### config.mk
export PLATFORM = sky130hd
export DESIGN_NAME = decode_operand_stage_flat
export DESIGN_NICKNAME = d
export VERILOG_FILES = /design/src/rtl/decode_operand_stage_if.sv /design/src/rtl/decode_operand_stage.sv /design/src/flat_wrapper.sv
export SDC_FILE = /design/constraint.sdc
export NUM_CORES = 1
export LEC_CHECK = 0
export ABC_AREA = 1
export CORE_UTILIZATION = 29
export CTS_BUF_LIST = sky130_fd_sc_hd__clkbuf_2 sky130_fd_sc_hd__clkbuf_4 sky130_fd_sc_hd__clkbuf_8
export CTS_CLUSTER_SIZE = 30
export DETAILED_ROUTE_END_ITERATION = 12
export PLACE_DENSITY = 0.49
export SLEW_MARGIN = 5
export SYNTH_ARGS = -nofsm -noshare
export SYNTH_HDL_FRONTEND = slang
export SYNTH_SLANG_ARGS = --single-unit
### constraint.sdc
create_clock -name clk -period 5.8 [get_ports clk]
set_input_delay 1.74 -clock clk [delete_from_list [all_inputs] [get_ports clk]]
set_output_delay 1.74 -clock clk [all_outputs]
set_load 0.02 [all_outputs]
### src/rtl/decode_operand_stage_if.sv
// Instruction handshake bundle around the decode/operand stage: FD fields in, resolved DE operands out.
// The stage takes the slave view; the surrounding pipeline (or bench) takes the master view.
interface decode_operand_stage_if #(
  parameter int REG_W     = 8,
  parameter int REG_PTR_W = 4
);
  logic                 FD_valid;
  logic                 FD_ready;
  logic [REG_PTR_W-1:0] FD_insn_src_0;
  logic [REG_PTR_W-1:0] FD_insn_src_1;
  logic [REG_PTR_W-1:0] FD_insn_src_2;
  logic [2:0]           FD_insn_uses_src;
  logic [REG_PTR_W-1:0] FD_insn_dst;
  logic                 FD_insn_wr_dst;

  logic                 DE_valid;
  logic                 DE_ready;
  logic [REG_W-1:0]     DE_src_0_data;
  logic [REG_W-1:0]     DE_src_1_data;
  logic [REG_W-1:0]     DE_src_2_data;
  logic [REG_PTR_W-1:0] DE_insn_dst;
  logic                 DE_insn_wr_dst;

  modport slave (
    input  FD_valid, FD_insn_src_0, FD_insn_src_1, FD_insn_src_2,
    input  FD_insn_uses_src, FD_insn_dst, FD_insn_wr_dst, DE_ready,
    output FD_ready, DE_valid, DE_src_0_data, DE_src_1_data, DE_src_2_data,
    output DE_insn_dst, DE_insn_wr_dst
  );

  modport master (
    output FD_valid, FD_insn_src_0, FD_insn_src_1, FD_insn_src_2,
    output FD_insn_uses_src, FD_insn_dst, FD_insn_wr_dst, DE_ready,
    input  FD_ready, DE_valid, DE_src_0_data, DE_src_1_data, DE_src_2_data,
    input  DE_insn_dst, DE_insn_wr_dst
  );
endinterface

### src/rtl/decode_operand_stage.sv
// Operand fetch with writeback bypass and pending-write scoreboard; FD->DE latency 1 cycle.
// Stalls FD (FD_ready=0) on RAW/WAW hazard, flush, or DE held by execute backpressure.
module decode_operand_stage #(
  parameter int REG_W     = 8,
  parameter int REG_PTR_W = 4,
  parameter int REG_COUNT = 16
) (
  input  logic                 clk,
  input  logic                 reset_DE_n,
  decode_operand_stage_if.slave bus,
  input  logic [REG_W-1:0]     D_src_0_data,
  input  logic [REG_W-1:0]     D_src_1_data,
  input  logic [REG_W-1:0]     D_src_2_data,
  input  logic [REG_PTR_W-1:0] MW_insn_dst,
  input  logic                 MW_insn_wr,
  input  logic [REG_W-1:0]     W_result,
  input  logic                 init_R0,
  input  logic [REG_W-1:0]     init_R0_data,
  input  logic                 flush
);
  localparam int NSRC = 3;

  typedef struct packed {
    logic [NSRC-1:0][REG_W-1:0] src;
    logic [REG_PTR_W-1:0]       dst;
    logic                       wr_dst;
  } de_t;

  de_t                           de_q, de_d;
  logic                          de_valid_q, de_valid_d;
  logic [REG_COUNT-1:0]          pending_q, pending_d;

  logic [NSRC-1:0][REG_PTR_W-1:0] src_idx;
  logic [NSRC-1:0][REG_W-1:0]     rf_dat;
  logic [NSRC-1:0][REG_W-1:0]     byp_dat;
  logic [REG_COUNT-1:0]           clr;
  logic [REG_COUNT-1:0]           flush_kill;
  logic                           hazard;
  logic                           fd_ready;
  logic                           accept;

  assign src_idx = {bus.FD_insn_src_2, bus.FD_insn_src_1, bus.FD_insn_src_0};
  assign rf_dat  = {D_src_2_data, D_src_1_data, D_src_0_data};

  // R0 initialisation outranks the writeback bypass, which outranks the register file.
  always_comb begin
    for (int k = 0; k < NSRC; k++) begin
      byp_dat[k] = rf_dat[k];
      if (init_R0 && (src_idx[k] == '0)) begin
        byp_dat[k] = init_R0_data;
      end else if (MW_insn_wr && (MW_insn_dst == src_idx[k])) begin
        byp_dat[k] = W_result;
      end
    end
  end

  always_comb begin
    for (int i = 0; i < REG_COUNT; i++) begin
      clr[i]        = MW_insn_wr && (MW_insn_dst == REG_PTR_W'(i));
      flush_kill[i] = flush && de_valid_q && de_q.wr_dst && (de_q.dst == REG_PTR_W'(i));
    end
  end

  // A write landing this cycle resolves the hazard because its value is bypassed.
  always_comb begin
    hazard = 1'b0;
    for (int k = 0; k < NSRC; k++) begin
      if (bus.FD_insn_uses_src[k] && pending_q[src_idx[k]] && !clr[src_idx[k]]) begin
        hazard = 1'b1;
      end
    end
    if (bus.FD_insn_wr_dst && pending_q[bus.FD_insn_dst] && !clr[bus.FD_insn_dst]) begin
      hazard = 1'b1;
    end
  end

  assign fd_ready = !hazard && (!de_valid_q || bus.DE_ready) && !flush;
  assign accept   = bus.FD_valid && fd_ready;

  always_comb begin
    de_d       = de_q;
    de_valid_d = de_valid_q;
    if (accept) begin
      de_d.src    = byp_dat;
      de_d.dst    = bus.FD_insn_dst;
      de_d.wr_dst = bus.FD_insn_wr_dst;
      de_valid_d  = 1'b1;
    end else if (bus.DE_ready || flush) begin
      de_valid_d  = 1'b0;
    end
  end

  // Set after clear so a same-cycle set of the same index wins.
  always_comb begin
    pending_d = pending_q & ~(clr | flush_kill);
    if (accept && bus.FD_insn_wr_dst) begin
      pending_d[bus.FD_insn_dst] = 1'b1;
    end
  end

  always_ff @(posedge clk or negedge reset_DE_n) begin
    if (!reset_DE_n) begin
      de_q       <= '0;
      de_valid_q <= 1'b0;
      pending_q  <= '0;
    end else begin
      de_q       <= de_d;
      de_valid_q <= de_valid_d;
      pending_q  <= pending_d;
    end
  end

  assign bus.FD_ready       = fd_ready;
  assign bus.DE_valid       = de_valid_q;
  assign bus.DE_src_0_data  = de_q.src[0];
  assign bus.DE_src_1_data  = de_q.src[1];
  assign bus.DE_src_2_data  = de_q.src[2];
  assign bus.DE_insn_dst    = de_q.dst;
  assign bus.DE_insn_wr_dst = de_q.wr_dst;
endmodule
### src/flat_wrapper.sv
// flat-port wrapper written by rule: the top's interface ports become plain ports
module decode_operand_stage_flat 
#(
  parameter int REG_W     = 8,
  parameter int REG_PTR_W = 4,
  parameter int REG_COUNT = 16
)
  (clk, reset_DE_n, D_src_0_data, D_src_1_data, D_src_2_data, MW_insn_dst, MW_insn_wr, W_result, init_R0, init_R0_data, flush, bus_FD_valid, bus_FD_insn_src_0, bus_FD_insn_src_1, bus_FD_insn_src_2, bus_FD_insn_uses_src, bus_FD_insn_dst, bus_FD_insn_wr_dst, bus_DE_ready, bus_FD_ready, bus_DE_valid, bus_DE_src_0_data, bus_DE_src_1_data, bus_DE_src_2_data, bus_DE_insn_dst, bus_DE_insn_wr_dst);
  decode_operand_stage_if #(.REG_W(REG_W), .REG_PTR_W(REG_PTR_W)) bus_i ();
  input  logic clk;
  input  logic reset_DE_n;
  input  logic [REG_W-1:0] D_src_0_data;
  input  logic [REG_W-1:0] D_src_1_data;
  input  logic [REG_W-1:0] D_src_2_data;
  input  logic [REG_PTR_W-1:0] MW_insn_dst;
  input  logic MW_insn_wr;
  input  logic [REG_W-1:0] W_result;
  input  logic init_R0;
  input  logic [REG_W-1:0] init_R0_data;
  input  logic flush;
  input wire logic [$bits(bus_i.FD_valid)-1:0] bus_FD_valid;
  input wire logic [$bits(bus_i.FD_insn_src_0)-1:0] bus_FD_insn_src_0;
  input wire logic [$bits(bus_i.FD_insn_src_1)-1:0] bus_FD_insn_src_1;
  input wire logic [$bits(bus_i.FD_insn_src_2)-1:0] bus_FD_insn_src_2;
  input wire logic [$bits(bus_i.FD_insn_uses_src)-1:0] bus_FD_insn_uses_src;
  input wire logic [$bits(bus_i.FD_insn_dst)-1:0] bus_FD_insn_dst;
  input wire logic [$bits(bus_i.FD_insn_wr_dst)-1:0] bus_FD_insn_wr_dst;
  input wire logic [$bits(bus_i.DE_ready)-1:0] bus_DE_ready;
  output wire logic [$bits(bus_i.FD_ready)-1:0] bus_FD_ready;
  output wire logic [$bits(bus_i.DE_valid)-1:0] bus_DE_valid;
  output wire logic [$bits(bus_i.DE_src_0_data)-1:0] bus_DE_src_0_data;
  output wire logic [$bits(bus_i.DE_src_1_data)-1:0] bus_DE_src_1_data;
  output wire logic [$bits(bus_i.DE_src_2_data)-1:0] bus_DE_src_2_data;
  output wire logic [$bits(bus_i.DE_insn_dst)-1:0] bus_DE_insn_dst;
  output wire logic [$bits(bus_i.DE_insn_wr_dst)-1:0] bus_DE_insn_wr_dst;
  assign bus_i.FD_valid = bus_FD_valid;
  assign bus_i.FD_insn_src_0 = bus_FD_insn_src_0;
  assign bus_i.FD_insn_src_1 = bus_FD_insn_src_1;
  assign bus_i.FD_insn_src_2 = bus_FD_insn_src_2;
  assign bus_i.FD_insn_uses_src = bus_FD_insn_uses_src;
  assign bus_i.FD_insn_dst = bus_FD_insn_dst;
  assign bus_i.FD_insn_wr_dst = bus_FD_insn_wr_dst;
  assign bus_i.DE_ready = bus_DE_ready;
  assign bus_FD_ready = bus_i.FD_ready;
  assign bus_DE_valid = bus_i.DE_valid;
  assign bus_DE_src_0_data = bus_i.DE_src_0_data;
  assign bus_DE_src_1_data = bus_i.DE_src_1_data;
  assign bus_DE_src_2_data = bus_i.DE_src_2_data;
  assign bus_DE_insn_dst = bus_i.DE_insn_dst;
  assign bus_DE_insn_wr_dst = bus_i.DE_insn_wr_dst;
  decode_operand_stage #(.REG_W(REG_W), .REG_PTR_W(REG_PTR_W), .REG_COUNT(REG_COUNT)) u_core (.clk(clk), .reset_DE_n(reset_DE_n), .bus(bus_i), .D_src_0_data(D_src_0_data), .D_src_1_data(D_src_1_data), .D_src_2_data(D_src_2_data), .MW_insn_dst(MW_insn_dst), .MW_insn_wr(MW_insn_wr), .W_result(W_result), .init_R0(init_R0), .init_R0_data(init_R0_data), .flush(flush));
endmodule
==> impl_metrics.ini <==
[worst_hold_path]
hold_path.class = reg -> reg
holdPathStages = 2

[worst_setup_path]
arrival_ns = 3.64
crit_path_end_kind = output pin
cp_max_fo = 8
reg2reg_depth = 16
start_kind = input pin
worst-endpoint-required_ns = 4.06
crit_type = in -> out

[run]
maxCapViolCount = 0

[clock_tree]
path_clk_slew_ns = 0.09
clkLatencyLatePin_ns = 0.34
htreeDepth = 2
tritoncts = built
clock-root-buffer = clkbuf_8
clockBufferDepth = 2
numCtsBuffers = 5
cts.sinks = 46

[global_route]
grt_overflow = 0
grt_pass1_vias = 4521
antenna_found_initial = 0
grt_pass1_wl_um = 24800
grt_use_total_pct = 23.0
grt_max_degree = 47

[place]
io_buffers = 101
place_congestion = 0.948
place_hpwl_um = 12000

[layout]
drive_gt1_share_pct = 7.82
fin_util_pct = 39.8
area_growth_pct = 34.3
antenna_cells = 0
layout.nets = 824

[synth]
avgSynthCellArea_um2 = 6.04
yosys_warnings = 0
ys_seq_area_share_pct = 29.4
synth_cells = 647
synth_fp_nets = 718
syn_area_mm2 = 0.00391
ys_seq_elements = 46
ys_types = 31

[die]
core_area_mm2 = 0.0132
start_util_pct = 29.6
die_area_mm2 = 0.0140
die_h_um = 118
io_pins = 102
die_x_um = 118
core.rowCount = 42

[timing]
slew_violations = 0
fin_skew_ns = 0.0191
setup_viol = 0
tns_ns = 0
fin_crit_ns = 5.38
worst_pin_slew_ns = 0.667
period_share_pct = 92.8
relSlewSlack_pct = 55.2
timing.fmax_ghz = 0.186
whs_ns = 0.482
hold_violations = 0
rsz0062_at_grt = no

[route]
avgRoutedWirePerCell_um = 16.6
routed_wl_um = 15400
vias_per_cell = 4.93
num_vias = 4581
postRouteAntennaNets = 0
drtIter0Drc = 358
drc = 0
drt-pass1-iter-count = 5

[status]
status = finished, final reports clean

[power]
p_leak_nw = 2.62
ir_drop_uv = 132
powerDensity_mw_per_mm2 = 227
## synth_stat cells, drive strengths merged
| library cell | n | area share, % |
|---|---|---|
| a211oi | 1 | 0.32 |
| a21oi | 33 | 4.2 |
| a221oi | 1 | 0.38 |
| a22oi | 1 | 0.19 |
| a31oi | 2 | 0.32 |
| buf | 27 | 5.3 |
| clkbuf | 6 | 0.58 |
| dfrtp | 46 | 29 |
| inv | 71 | 6.8 |
| nand2 | 230 | 22 |
| nand3 | 59 | 8.1 |
| nand3b | 1 | 0.19 |
| nand4 | 19 | 3.4 |
| nor2 | 58 | 5.8 |
| nor3 | 7 | 0.90 |
| o211ai | 6 | 1.2 |
| o21ai | 72 | 9.2 |
| o22ai | 3 | 0.48 |
| xnor2 | 3 | 0.67 |
| xor2 | 1 | 0.22 |
## where the power goes
group	switching, W	internal (W)
Clock	0.000130	0.0000902
Sequential	0.0000713	0.000391
Combinational	0.000289	0.000219
## area by class of cell
cell class	instances	area (µm²)
Multi-Input combinational cell	497	2270
Timing Repair Buffer	132	1250
Sequential cell	46	1150
Clock buffer	6	76.3
Tap cell	176	220
Inverter	71	267
Clock inverter	2	13.8
Fill cell	1500	7940
## per-stage QoR
stage | worst slack [ns] | cells | power, W | instance area, µm²
finish | 0.419 | 930 | 0.00119 | 5250
global route | 0.253 | 930 | 0.00126 | 5250
CTS | 0.0100 | 930 | 0.00120 | 5230
detailed placement | 0.0145 | 922 | 0.000977 | 5140
global placement | -0.0338 | 922 | 0.000977 | 5140
floorplan | 1.10 | 647 | 0.000717 | 3910
## cells by family (layout without fill, tap and decap cells)
family | count (synthesis) | count (layout) | synth area share [%]
flip-flops | 46 | 46 | 29.4
AND/OR/NAND/NOR | 374 | 374 | 40.7
AO/OA/AOI/OAI | 119 | 119 | 16.3
XOR/XNOR | 4 | 4 | 0.896
buffers and inverters | 104 | 211 | 12.7
## timing repair
| action | 4_1_cts | 5_1_grt |
|---|---|---|
| hold buffers | 0 | 0 |
| resized for setup | 0 | 8 |
| endpoints found under the hold margin | 0 | 0 |
| endpoints found under the setup margin | 0 | 1 |
| setup buffers | 0 | 0 |
## final timing paths
check	startpoint	end	slack [ns]
worst min-delay path	u_core.bus.DE_src_1_data[0]$_DFFE_PN0P_	u_core.bus.DE_src_1_data[0]$_DFFE_PN0P_	0.48
max in group asynchronous	reset_DE_n	u_core.pending_q[15]$_DFF_PN0_	3.83
worst max register to register	u_core.pending_q[10]$_DFF_PN0_	u_core.bus.DE_src_1_data[6]$_DFFE_PN0P_	3.08
worst max-delay path	bus_FD_insn_dst[1]	bus_FD_ready	0.42
min in group asynchronous	reset_DE_n	u_core.pending_q[12]$_DFF_PN0_	1.53
worst min register to register	u_core.bus.DE_src_1_data[0]$_DFFE_PN0P_	u_core.bus.DE_src_1_data[0]$_DFFE_PN0P_	0.48
## cell usage in the layout (no fill, tap or decap), types with 2 or more instances in the layout
cell type,n
inv_1,68
nor2_1,55
dfrtp_1,46
nand4_1,17
nand4_2,2
nand2_1,226
nand2_2,4
clkdlybuf4s50_1,94
dlymetal6s2s_1,6
nand3_1,54
nor2_2,2
xnor2_1,3
inv_2,3
nand3_2,5
o211ai_1,6
o21ai_0,71
clkbuf_8,5
a21oi_1,33
a31oi_1,2
o22ai_1,3
nor3_1,7
buf_4,31
## sequential cells by signal, summed over array words and instances, names as in the netlist
name                       count
u_core.bus.DE_valid            1
u_core.bus.DE_insn_wr_dst      1
u_core.bus.DE_insn_dst         4
u_core.bus.DE_src_2_data       8
u_core.bus.DE_src_0_data       8
u_core.pending_q              16
u_core.bus.DE_src_1_data       8
## worst max-delay path, cell delays in order
cell	delay, ns
clkdlybuf4s50_1	0.42
buf_4	0.18
nor2_1	0.32
nand4_1	0.21
nand2_1	0.10
nor2_1	0.04
nor2_1	0.07
nor2_1	0.04
nand3_1	0.09
nand3_2	0.08
nor2_4	0.10
dlymetal6s2s_1	0.23
## routing by layer
| metal | share of wire, % | track usage (%) | vias to the layer above |
|---|---|---|---|
| li1 | - | - | 2303 |
| met1 | 46 | 30.4 | 2105 |
| met2 | 46 | 37.2 | 147 |
| met3 | 5.5 | 4.07 | 26 |
| met4 | 2.4 | 8.57 | 0 |
| met5 | 0 | 0 | - |
No activity file was read; power rests on OpenSTA's default activity.
